File: src/rtl/branch_issue_queue_pkg.sv
// -----------------------------------------------------------------------------
// branch_issue_queue_pkg
// Shared definitions for the branch issue queue and the branch execution unit:
//   - ALU_JAL / ALU_JALR : alu_op encodings of the two jump micro-ops
//   - BIQ_DATA_WIDTH / BIQ_ROB_WIDTH : field widths of a queue entry
//   - branch_iq_entry_t  : one queue entry (valid, op, pc, imm, rob tag and
//                          ready/value/tag for each source operand)
// -----------------------------------------------------------------------------
package branch_issue_queue_pkg;

  localparam logic [3:0] ALU_JAL  = 4'b1100;
  localparam logic [3:0] ALU_JALR = 4'b1101;

  localparam int BIQ_DATA_WIDTH = 32;
  localparam int BIQ_ROB_WIDTH  = 4;

  typedef struct packed {
    logic                      valid;
    logic [3:0]                alu_op;
    logic [BIQ_DATA_WIDTH-1:0] pc;
    logic [BIQ_DATA_WIDTH-1:0] imm;
    logic [BIQ_ROB_WIDTH-1:0]  rob_tag;
    logic                      op1_rdy;
    logic [BIQ_DATA_WIDTH-1:0] op1_val;
    logic [BIQ_ROB_WIDTH-1:0]  op1_tag;
    logic                      op2_rdy;
    logic [BIQ_DATA_WIDTH-1:0] op2_val;
    logic [BIQ_ROB_WIDTH-1:0]  op2_tag;
  } branch_iq_entry_t;

endpackage : branch_issue_queue_pkg

File: src/rtl/branch_issue_queue.sv
// -----------------------------------------------------------------------------
// branch_issue_queue
// In-order issue queue in front of the branch unit. Entries are dispatched at
// the tail, wait for their source operands on the CDB, and the head issues once
// both operands are ready. A flush empties the queue in one cycle.
//
// Ports:
//   i_clk, i_rst          clock, asynchronous active-high reset
//   i_flush               drop every queued entry (mispredict recovery)
//   i_disp_*              dispatch request and entry fields, o_disp_ready back
//   i_cdb_valid/tag/data  common data bus broadcast used for operand wakeup
//   o_issue_valid         head entry issues this cycle (branch unit never stalls)
//   o_op1..o_rob_tag      fields of the head entry, straight from its registers
//
// Entry fields use the package widths, so DATA_WIDTH/ROB_WIDTH must stay equal
// to BIQ_DATA_WIDTH/BIQ_ROB_WIDTH. DEPTH must be a power of two, at least 2.
// -----------------------------------------------------------------------------
module branch_issue_queue
  import branch_issue_queue_pkg::*;
#(
  parameter int DATA_WIDTH = BIQ_DATA_WIDTH,
  parameter int ROB_WIDTH  = BIQ_ROB_WIDTH,
  parameter int DEPTH      = 4
) (
  input  logic                  i_clk,
  input  logic                  i_rst,
  input  logic                  i_flush,
  input  logic                  i_disp_valid,
  output logic                  o_disp_ready,
  input  logic [3:0]            i_disp_alu_op,
  input  logic [DATA_WIDTH-1:0] i_disp_pc,
  input  logic [DATA_WIDTH-1:0] i_disp_imm,
  input  logic [ROB_WIDTH-1:0]  i_disp_rob_tag,
  input  logic                  i_disp_op1_rdy,
  input  logic                  i_disp_op2_rdy,
  input  logic [DATA_WIDTH-1:0] i_disp_op1_val,
  input  logic [DATA_WIDTH-1:0] i_disp_op2_val,
  input  logic [ROB_WIDTH-1:0]  i_disp_op1_tag,
  input  logic [ROB_WIDTH-1:0]  i_disp_op2_tag,
  input  logic                  i_cdb_valid,
  input  logic [ROB_WIDTH-1:0]  i_cdb_tag,
  input  logic [DATA_WIDTH-1:0] i_cdb_data,
  output logic                  o_issue_valid,
  output logic [DATA_WIDTH-1:0] o_op1,
  output logic [DATA_WIDTH-1:0] o_op2,
  output logic [DATA_WIDTH-1:0] o_pc,
  output logic [DATA_WIDTH-1:0] o_imm,
  output logic [3:0]            o_alu_op,
  output logic [ROB_WIDTH-1:0]  o_rob_tag
);

  localparam int              PTR_W      = $clog2(DEPTH);
  localparam logic [PTR_W:0]  FULL_COUNT = (PTR_W + 1)'(DEPTH);
  localparam logic [PTR_W-1:0] PTR_ONE   = PTR_W'(1);

  branch_iq_entry_t entries_r   [DEPTH];
  branch_iq_entry_t entry_nxt_s [DEPTH];
  branch_iq_entry_t new_entry_s;
  branch_iq_entry_t head_entry_s;

  logic [PTR_W-1:0] head_r;
  logic [PTR_W-1:0] tail_r;
  logic [PTR_W:0]   count_r;

  logic             disp_ready_s;
  logic             accept_s;
  logic             issue_s;
  logic [DEPTH-1:0] wake1_s;
  logic [DEPTH-1:0] wake2_s;

  // Ready/issue decisions use registered state only (plus flush for issue).
  assign disp_ready_s = (count_r != FULL_COUNT);
  assign accept_s     = i_disp_valid && disp_ready_s;
  assign head_entry_s = entries_r[head_r];
  assign issue_s      = head_entry_s.valid && head_entry_s.op1_rdy &&
                        head_entry_s.op2_rdy && !i_flush;

  // Per-entry CDB tag comparators for both source operands.
  for (genvar g = 0; g < DEPTH; g++) begin : g_wakeup
    assign wake1_s[g] = i_cdb_valid && entries_r[g].valid && !entries_r[g].op1_rdy &&
                        (entries_r[g].op1_tag == i_cdb_tag);
    assign wake2_s[g] = i_cdb_valid && entries_r[g].valid && !entries_r[g].op2_rdy &&
                        (entries_r[g].op2_tag == i_cdb_tag);
  end

  // Build the entry being dispatched, capturing a same-cycle CDB result.
  always_comb begin
    new_entry_s         = '0;
    new_entry_s.valid   = 1'b1;
    new_entry_s.alu_op  = i_disp_alu_op;
    new_entry_s.pc      = i_disp_pc;
    new_entry_s.imm     = i_disp_imm;
    new_entry_s.rob_tag = i_disp_rob_tag;
    new_entry_s.op1_tag = i_disp_op1_tag;
    new_entry_s.op2_tag = i_disp_op2_tag;
    if (i_disp_op1_rdy) begin
      new_entry_s.op1_rdy = 1'b1;
      new_entry_s.op1_val = i_disp_op1_val;
    end else if (i_cdb_valid && (i_cdb_tag == i_disp_op1_tag)) begin
      new_entry_s.op1_rdy = 1'b1;
      new_entry_s.op1_val = i_cdb_data;
    end else begin
      new_entry_s.op1_rdy = 1'b0;
      new_entry_s.op1_val = '0;
    end
    if (i_disp_op2_rdy) begin
      new_entry_s.op2_rdy = 1'b1;
      new_entry_s.op2_val = i_disp_op2_val;
    end else if (i_cdb_valid && (i_cdb_tag == i_disp_op2_tag)) begin
      new_entry_s.op2_rdy = 1'b1;
      new_entry_s.op2_val = i_cdb_data;
    end else begin
      new_entry_s.op2_rdy = 1'b0;
      new_entry_s.op2_val = '0;
    end
  end

  // Next value of every entry: wakeup, head retirement on issue, tail write.
  // The tail slot is never the issuing head: accept implies not full, and an
  // empty queue has an invalid head.
  always_comb begin
    for (int i = 0; i < DEPTH; i++) begin
      entry_nxt_s[i] = entries_r[i];
      if (wake1_s[i]) begin
        entry_nxt_s[i].op1_rdy = 1'b1;
        entry_nxt_s[i].op1_val = i_cdb_data;
      end else begin
        entry_nxt_s[i].op1_rdy = entries_r[i].op1_rdy;
      end
      if (wake2_s[i]) begin
        entry_nxt_s[i].op2_rdy = 1'b1;
        entry_nxt_s[i].op2_val = i_cdb_data;
      end else begin
        entry_nxt_s[i].op2_rdy = entries_r[i].op2_rdy;
      end
      if (issue_s && (head_r == PTR_W'(i))) begin
        entry_nxt_s[i].valid = 1'b0;
      end else begin
        entry_nxt_s[i].valid = entries_r[i].valid;
      end
      if (accept_s && (tail_r == PTR_W'(i))) begin
        entry_nxt_s[i] = new_entry_s;
      end else begin
        entry_nxt_s[i] = entry_nxt_s[i];
      end
    end
  end

  // Entry storage; flush only drops valid bits so nothing stale can issue.
  always_ff @(posedge i_clk or posedge i_rst) begin
    if (i_rst) begin
      for (int i = 0; i < DEPTH; i++) begin
        entries_r[i] <= '0;
      end
    end else if (i_flush) begin
      for (int i = 0; i < DEPTH; i++) begin
        entries_r[i].valid <= 1'b0;
      end
    end else begin
      for (int i = 0; i < DEPTH; i++) begin
        entries_r[i] <= entry_nxt_s[i];
      end
    end
  end

  // Head/tail pointers and occupancy count; pointers wrap on their own width.
  always_ff @(posedge i_clk or posedge i_rst) begin
    if (i_rst) begin
      head_r  <= '0;
      tail_r  <= '0;
      count_r <= '0;
    end else if (i_flush) begin
      head_r  <= '0;
      tail_r  <= '0;
      count_r <= '0;
    end else begin
      if (issue_s) begin
        head_r <= head_r + PTR_ONE;
      end
      if (accept_s) begin
        tail_r <= tail_r + PTR_ONE;
      end
      case ({accept_s, issue_s})
        2'b10:   count_r <= count_r + (PTR_W + 1)'(1);
        2'b01:   count_r <= count_r - (PTR_W + 1)'(1);
        default: count_r <= count_r;
      endcase
    end
  end

  assign o_disp_ready  = disp_ready_s;
  assign o_issue_valid = issue_s;
  assign o_op1         = head_entry_s.op1_val;
  assign o_op2         = head_entry_s.op2_val;
  assign o_pc          = head_entry_s.pc;
  assign o_imm         = head_entry_s.imm;
  assign o_alu_op      = head_entry_s.alu_op;
  assign o_rob_tag     = head_entry_s.rob_tag;

endmodule : branch_issue_queue

File: config.mk
export PLATFORM = sky130hd
export DESIGN_NAME = branch_issue_queue
export DESIGN_NICKNAME = d
export VERILOG_FILES = /design/src/rtl/branch_issue_queue_pkg.sv /design/src/rtl/branch_issue_queue.sv
export SDC_FILE = /design/constraint.sdc
export NUM_CORES = 1
export LEC_CHECK = 0
export CORE_UTILIZATION = 57
export DETAILED_ROUTE_END_ITERATION = 8
export MAX_ROUTING_LAYER = met4
export PLACE_DENSITY = 0.81
export SYNTH_ARGS = -nofsm -noshare
export SYNTH_HDL_FRONTEND = slang
export SYNTH_SLANG_ARGS = --single-unit
File: constraint.sdc
create_clock -name i_clk -period 26.2 [get_ports i_clk]
set_input_delay 5.24 -clock i_clk [delete_from_list [all_inputs] [get_ports i_clk]]
set_output_delay 5.24 -clock i_clk [all_outputs]
set_load 0.02 [all_outputs]
==> results_dict.tcl, run 1 <==
set metrics [dict create \
    status "finished, final reports clean" \
    crit_arrival_ps 6900 \
    crit_path_end_kind "output port" \
    final_net_count 2847 \
    grt_max_degree 136 \
    first_global_vias 22541 \
    crit_path_start "i_flush" \
    antenna_found_initial 14 \
    crit_buf_inv 3 \
    synth_enable_flop_cells 0 \
    p_leak_nw 14.5 \
    clk_pin_slew_ps 60 \
    overflow 0 \
    rr_worst_depth 10 \
    synth.distinct_cells 40 \
    yosysTopAreaCell "dfrtp_1" \
    place_inst 3261 \
    synth_area_mm2 0.0289 \
    numPortBuffers 324 \
    grt_pass1_wl_um 125000 \
    ys_warn_count 0 \
    wl_per_cell_um 24.0 \
    cts-resized-gates 0 \
    crit_chain "clkdlybuf4s50_1, inv_1, and2_1, clkdlybuf4s50_1" \
    drt_iter0_drc 2096 \
    synth_nets 2654 \
    syn_area_per_cell_um2 11.8 \
    reg2reg_slack_ps 21910 \
    fin_crit_sh_pct 46.3 \
    gp_congestion 0.857 \
    root_buffer "clkbuf_16" \
    dieWidth_um 227 \
    clockBufferDepth 3 \
    viasPerCell 6.52 \
    clock_latency_ps 640 \
    ys_ff_latch 595 \
    dp_slack_ps 14100 \
    r2r-start "head_r[1]" \
    critical_path_class "in2out" \
    cts_setup_buffers 0 \
    synthTopCellsByCount "611 x nand2_1, 595 x dfrtp_1, 256 x o21a_1, 152 x o311ai_1, 150 x mux2_2" \
    die_h_um 227 \
    syn_inst 2458 \
    core_area_mm2 0.0502 \
    drc 0 \
    finalNonFillerCells 3385 \
    fin_setup_tns_ps 0 \
    async_reset_ff_share_pct 100 \
    hpwlAfterDp_um 47600 \
    cp_max_fo 10 \
    drt-total-wl_um 81200 \
    start_util_pct 57.7 \
    endpoint "o_issue_valid" \
    htreeDepth 2 \
    yosysSeqAreaShare_pct 51.4 \
    max_freq_mhz 82.4 \
    power_density_mw_per_mm2 122 \
    synth-main-ff-cell "dfrtp_1" \
    finalCriticalPeriod_ps 12140 \
    drive_gt1_share_pct 16.6 \
    yosys.area.top_type_share_pct 51.4 \
    max_stage_delay_ps 670 \
    r2r_end "count_r[2]" \
    track_usage_pct 32.4 \
    finalWorstSetupSlack_ps 14060 \
    die-area_mm2 0.0517 \
    postCtsHoldBufs 0 \
    finClkSkew_ps 25.3 \
    via_count 22068 \
    rsz0062_at_grt "false" \
    first_pass_iters 6 \
    tightest_slew_ps 1180 \
    rows 82 \
    hold_viol_final 0 \
    relSlewSlack_pct 21.0 \
    ir_drop_mv 0.0824 \
    path_depth 4 \
    cp_top_family "buffers and inverters" \
    maxCapViolCount 0 \
    critPathSlowestCell "clkdlybuf4s50_1" \
    cts_tree "yes" \
    worstPathRequired_ps 20960 \
    crit_top_cell "clkdlybuf4s50_1" \
    hold_path_class "reg2reg" \
    ant_nets 0 \
    critPathLaunchType "primary input" \
    synthTopCellsByArea "dfrtp_1 51%, mux4_2 11%, nand2_1 7.9%" \
    synth_most_common_cell "nand2_1" \
    io_pins 325 \
    area_delta_synth_final_pct 19.3 \
    cts.sinks 595 \
    setup_viol 0 \
    cts_buffers 60 \
    slew_viol_final 0 \
]
-- layout make-up --
type | count | area [um^2]
clock inverter | 20 | 260
timing repair buffer | 358 | 3490
antenna | 14 | 35.0
inverter | 12 | 52.6
sequential | 595 | 14900
clock buffer | 90 | 1780
tap | 672 | 841
multi-input combinational | 1624 | 13200
fill | 3399 | 15600
-- cell families (layout without fill, tap and decap cells) --
group | after synthesis | count (layout) | synth area share, %
AND/OR/NAND/NOR | 663 | 663 | 8.92
flip-flops | 595 | 595 | 51.4
AO/OA/AOI/OAI | 561 | 561 | 15.5
multiplexers | 352 | 352 | 18.7
buffers and inverters | 239 | 480 | 3.83
XOR/XNOR | 39 | 39 | 1.18
adder cells (fa/ha/maj) | 9 | 9 | 0.415
other | 0 | 14 | 0
-- through the flow --
step                      cell area, um^2  power (mW)  utilization (%)  hold WS, ps
after floorplan                     28900        2.66                -          440
after global placement              32500        3.24             64.7          452
after detailed placement            32500        3.32             64.7          457
after CTS                           34500        4.22             68.8          472
after global routing                34500        4.41             68.9          491
final                               34500        4.21             68.9          468
-- tightest hold or removal path: stages, from the launching register on --
cell and delay [ps]:
dfrtp_1 340, nand2_1 50, nand2_1 50
-- state kept, by name (all words and copies together) (netlist names) --
signal     count
head_r         2
tail_r         2
entries_r    588
count_r        3
-- routing by layer --
| layer | up-vias | GRT usage (%) | routed length (um) |
|---|---|---|---|
| met2 | 1103 | 50.1 | 39200 |
| met3 | 223 | 7.96 | 7610 |
| met1 | 11206 | 40.7 | 31300 |
| met4 | 0 | 13.8 | 3080 |
| met5 | - | - | 0 |
| li1 | 9536 | - | - |
-- placed cells by master, fill, tap and decap left out, types with 3 or more instances in the layout --
cell	instances
o311ai_1	152
o21a_1	256
a31oi_1	8
inv_1	10
nand2_1	611
mux2i_1	66
clkbuf_1	13
clkbuf_8	17
buf_4	34
clkinv_2	10
o21ai_0	20
nor2_1	14
dfrtp_1	593
mux2_2	150
bufinv_16	5
o311ai_0	104
and3_1	6
nand3_1	3
mux4_2	136
o31ai_4	8
nand3_4	8
nor2b_1	4
nand4_1	9
clkdlybuf4s50_1	322
ha_1	8
clkbuf_16	60
diode_2	14
xnor2_1	37
-- power by group --
part           internal [mW]  switching, mW
logic                  0.899          0.819
registers               1.35          0.256
clock network          0.519          0.368
total                   2.77           1.44
-- worst min-delay path by stage --
stage                         startpoint        endpoint  slack, ps  cells after the start
final                     entries_r[113]  entries_r[113]        470                      2
after global routing       entries_r[88]   entries_r[88]        490                      2
after CTS                 entries_r[123]  entries_r[123]        470                      2
after detailed placement  entries_r[123]  entries_r[123]        460                      2
after global placement     entries_r[94]   entries_r[94]        450                      2
after floorplan           entries_r[436]  entries_r[436]        440                      2
Note: power is estimated with default switching activity, not from simulation.
==> inputs of run 2 (changes only) <==
--- a/config.mk
+++ b/config.mk
@@ -5,10 +5,10 @@
 export SDC_FILE = /design/constraint.sdc
 export NUM_CORES = 1
 export LEC_CHECK = 0
-export CORE_UTILIZATION = 57
+export CORE_UTILIZATION = 51
 export DETAILED_ROUTE_END_ITERATION = 8
 export MAX_ROUTING_LAYER = met4
-export PLACE_DENSITY = 0.81
+export PLACE_DENSITY = 0.76
 export SYNTH_ARGS = -nofsm -noshare
 export SYNTH_HDL_FRONTEND = slang
 export SYNTH_SLANG_ARGS = --single-unit
==> constraint.sdc (replaced) <==
create_clock -name i_clk -period 10 [get_ports i_clk]
set_input_delay 2 -clock i_clk [delete_from_list [all_inputs] [get_ports i_clk]]
set_output_delay 2 -clock i_clk [all_outputs]
set_load 0.02 [all_outputs]
==> results_dict.tcl, run 2 (synthesis results as in run 1) <==
set metrics [dict create \
    status "finished, final reports clean" \
    finClkSkew_ps 22.5 \
    final_net_count 2852 \
    tightest_slew_ps 1190 \
    core_area_mm2 0.0556 \
    critPathLaunchType "flop" \
    cp_max_fo 44 \
    rr_worst_depth 6 \
    final_common_cell "nand2_1" \
    drt-total-wl_um 82700 \
    worstPathRequired_ps 8000 \
    largest_register "entries_r" \
    grt_max_degree 196 \
    viasPerCell 6.33 \
    hold_viol_final 0 \
    finalCriticalPeriod_ps 6320 \
    setup_viol 0 \
    max_freq_mhz 158 \
    p_leak_nw 14.6 \
    antenna_found_initial 17 \
    multiInputGateArea_mm2 0.0132 \
    track_usage_pct 30.2 \
    start_util_pct 52.0 \
    grt_pass1_wl_um 131000 \
    cts.sinks 595 \
    hold_slack_ps 470 \
    root_buffer "clkbuf_16" \
    drive_gt1_share_pct 17.1 \
    r2r_end "entries_r[182]" \
    rsz0062_at_grt "false" \
    crit_path_start "head_r[0]" \
    hpwlAfterDp_um 49100 \
    cts-resized-gates 0 \
    clock_latency_ps 610 \
    numPortBuffers 324 \
    reg2reg_slack_ps 6440 \
    io_pins 325 \
    endpoint "o_op1[6]" \
    postCtsHoldBufs 0 \
    cts_setup_buffers 0 \
    slew_viol_final 0 \
    die-area_mm2 0.0577 \
    cts_buffers 66 \
    dieWidth_um 240 \
    r2r-start "count_r[0]" \
    nFillCells 4166 \
    crit_path_end_kind "output port" \
    gp_congestion 0.852 \
    area_delta_synth_final_pct 20.9 \
    wl_per_cell_um 23.8 \
    drc 0 \
    top_regs "entries_r x588, count_r x3" \
    critical_path_class "reg2out" \
    crit_arrival_ps 4320 \
    first_global_vias 23147 \
    power_density_mw_per_mm2 324 \
    relSlewSlack_pct 20.4 \
    rows 86 \
    overflow 0 \
    ant_nets 0 \
    via_count 21979 \
    final_cell_mix "611 x nand2_1, 593 x dfrtp_1, 322 x clkdlybuf4s50_1" \
    clockBufferDepth 3 \
    die_h_um 240 \
    maxCapViolCount 0 \
    seq_area_mm2 0.0149 \
    largest_register_ffs 588 \
    first_pass_iters 8 \
    cts_tree "yes" \
    fin_crit_sh_pct 63.2 \
    p_total_mw 11.3 \
    clk_pin_slew_ps 60 \
    ir_drop_mv 0.210 \
    htreeDepth 3 \
    drt_iter0_drc 1883 \
    hold_path_class "reg2reg" \
]
run 2: cell types whose count changed in the layout (fill, tap and decap cells not counted), sizes merged:
cell      change
clkbuf        +3
clkinv        +6
inv           -1
clkinvlp      -1
buf           -1
diode         +4
bufinv        +3
run 2: worst min-delay path by stage:
stage / from / to / slack [ps] / cells past startpoint
floorplan: entries_r[436] / entries_r[436] / 440 / 2
global placement: entries_r[123] / entries_r[123] / 450 / 2
detailed placement: entries_r[98] / entries_r[98] / 460 / 2
CTS: entries_r[105] / entries_r[105] / 470 / 2
global route: entries_r[415] / entries_r[415] / 490 / 2
finish: entries_r[105] / entries_r[105] / 470 / 2
run 2: per-layer routing:
metal | GRT usage [%] | vias up | wire length [um] | part of all wire [%]
li1 | - | 9550 | - | -
met1 | 37.5 | 11257 | 32100 | 39
met2 | 47.2 | 945 | 40500 | 49
met3 | 7.24 | 227 | 6720 | 8.1
met4 | 13.7 | 0 | 3450 | 4.2
met5 | - | - | 0 | 0
run 2: report_power, final:
part           switching [mW]  internal [mW]
Sequential              0.694           3.55
Combinational            2.13           2.36
Clock                    1.02           1.60
run 2: stage by stage:
step                      instances  TNS, ps  worst slack [ps]  instance area, um^2  utilization, %
after global placement         3336        0              4200                32600            58.6
after CTS                      3456        0              3540                35000            62.8
final                          3474        0              3680                35000            62.9
after floorplan                2458   -67410              -113                29000               -
after global routing           3473        0              3380                35000            62.9
after detailed placement       3336        0              4170                32600            58.6
run 2: cell type report:
type,instances,share of cell area [%]
sequential,595,42.6
multi-input combinational,1624,37.7
timing repair buffer,357,10.1
clock buffer,93,5.68
tap,748,2.67
clock inverter,27,1.09
inverter,12,0.139
antenna,18,0.129
run 2: critical path, stage by stage (launching register included):
cell and delay, ps:
dfrtp_4 900, buf_4 670, buf_4 810, mux4_2 610, clkdlybuf4s50_1 620
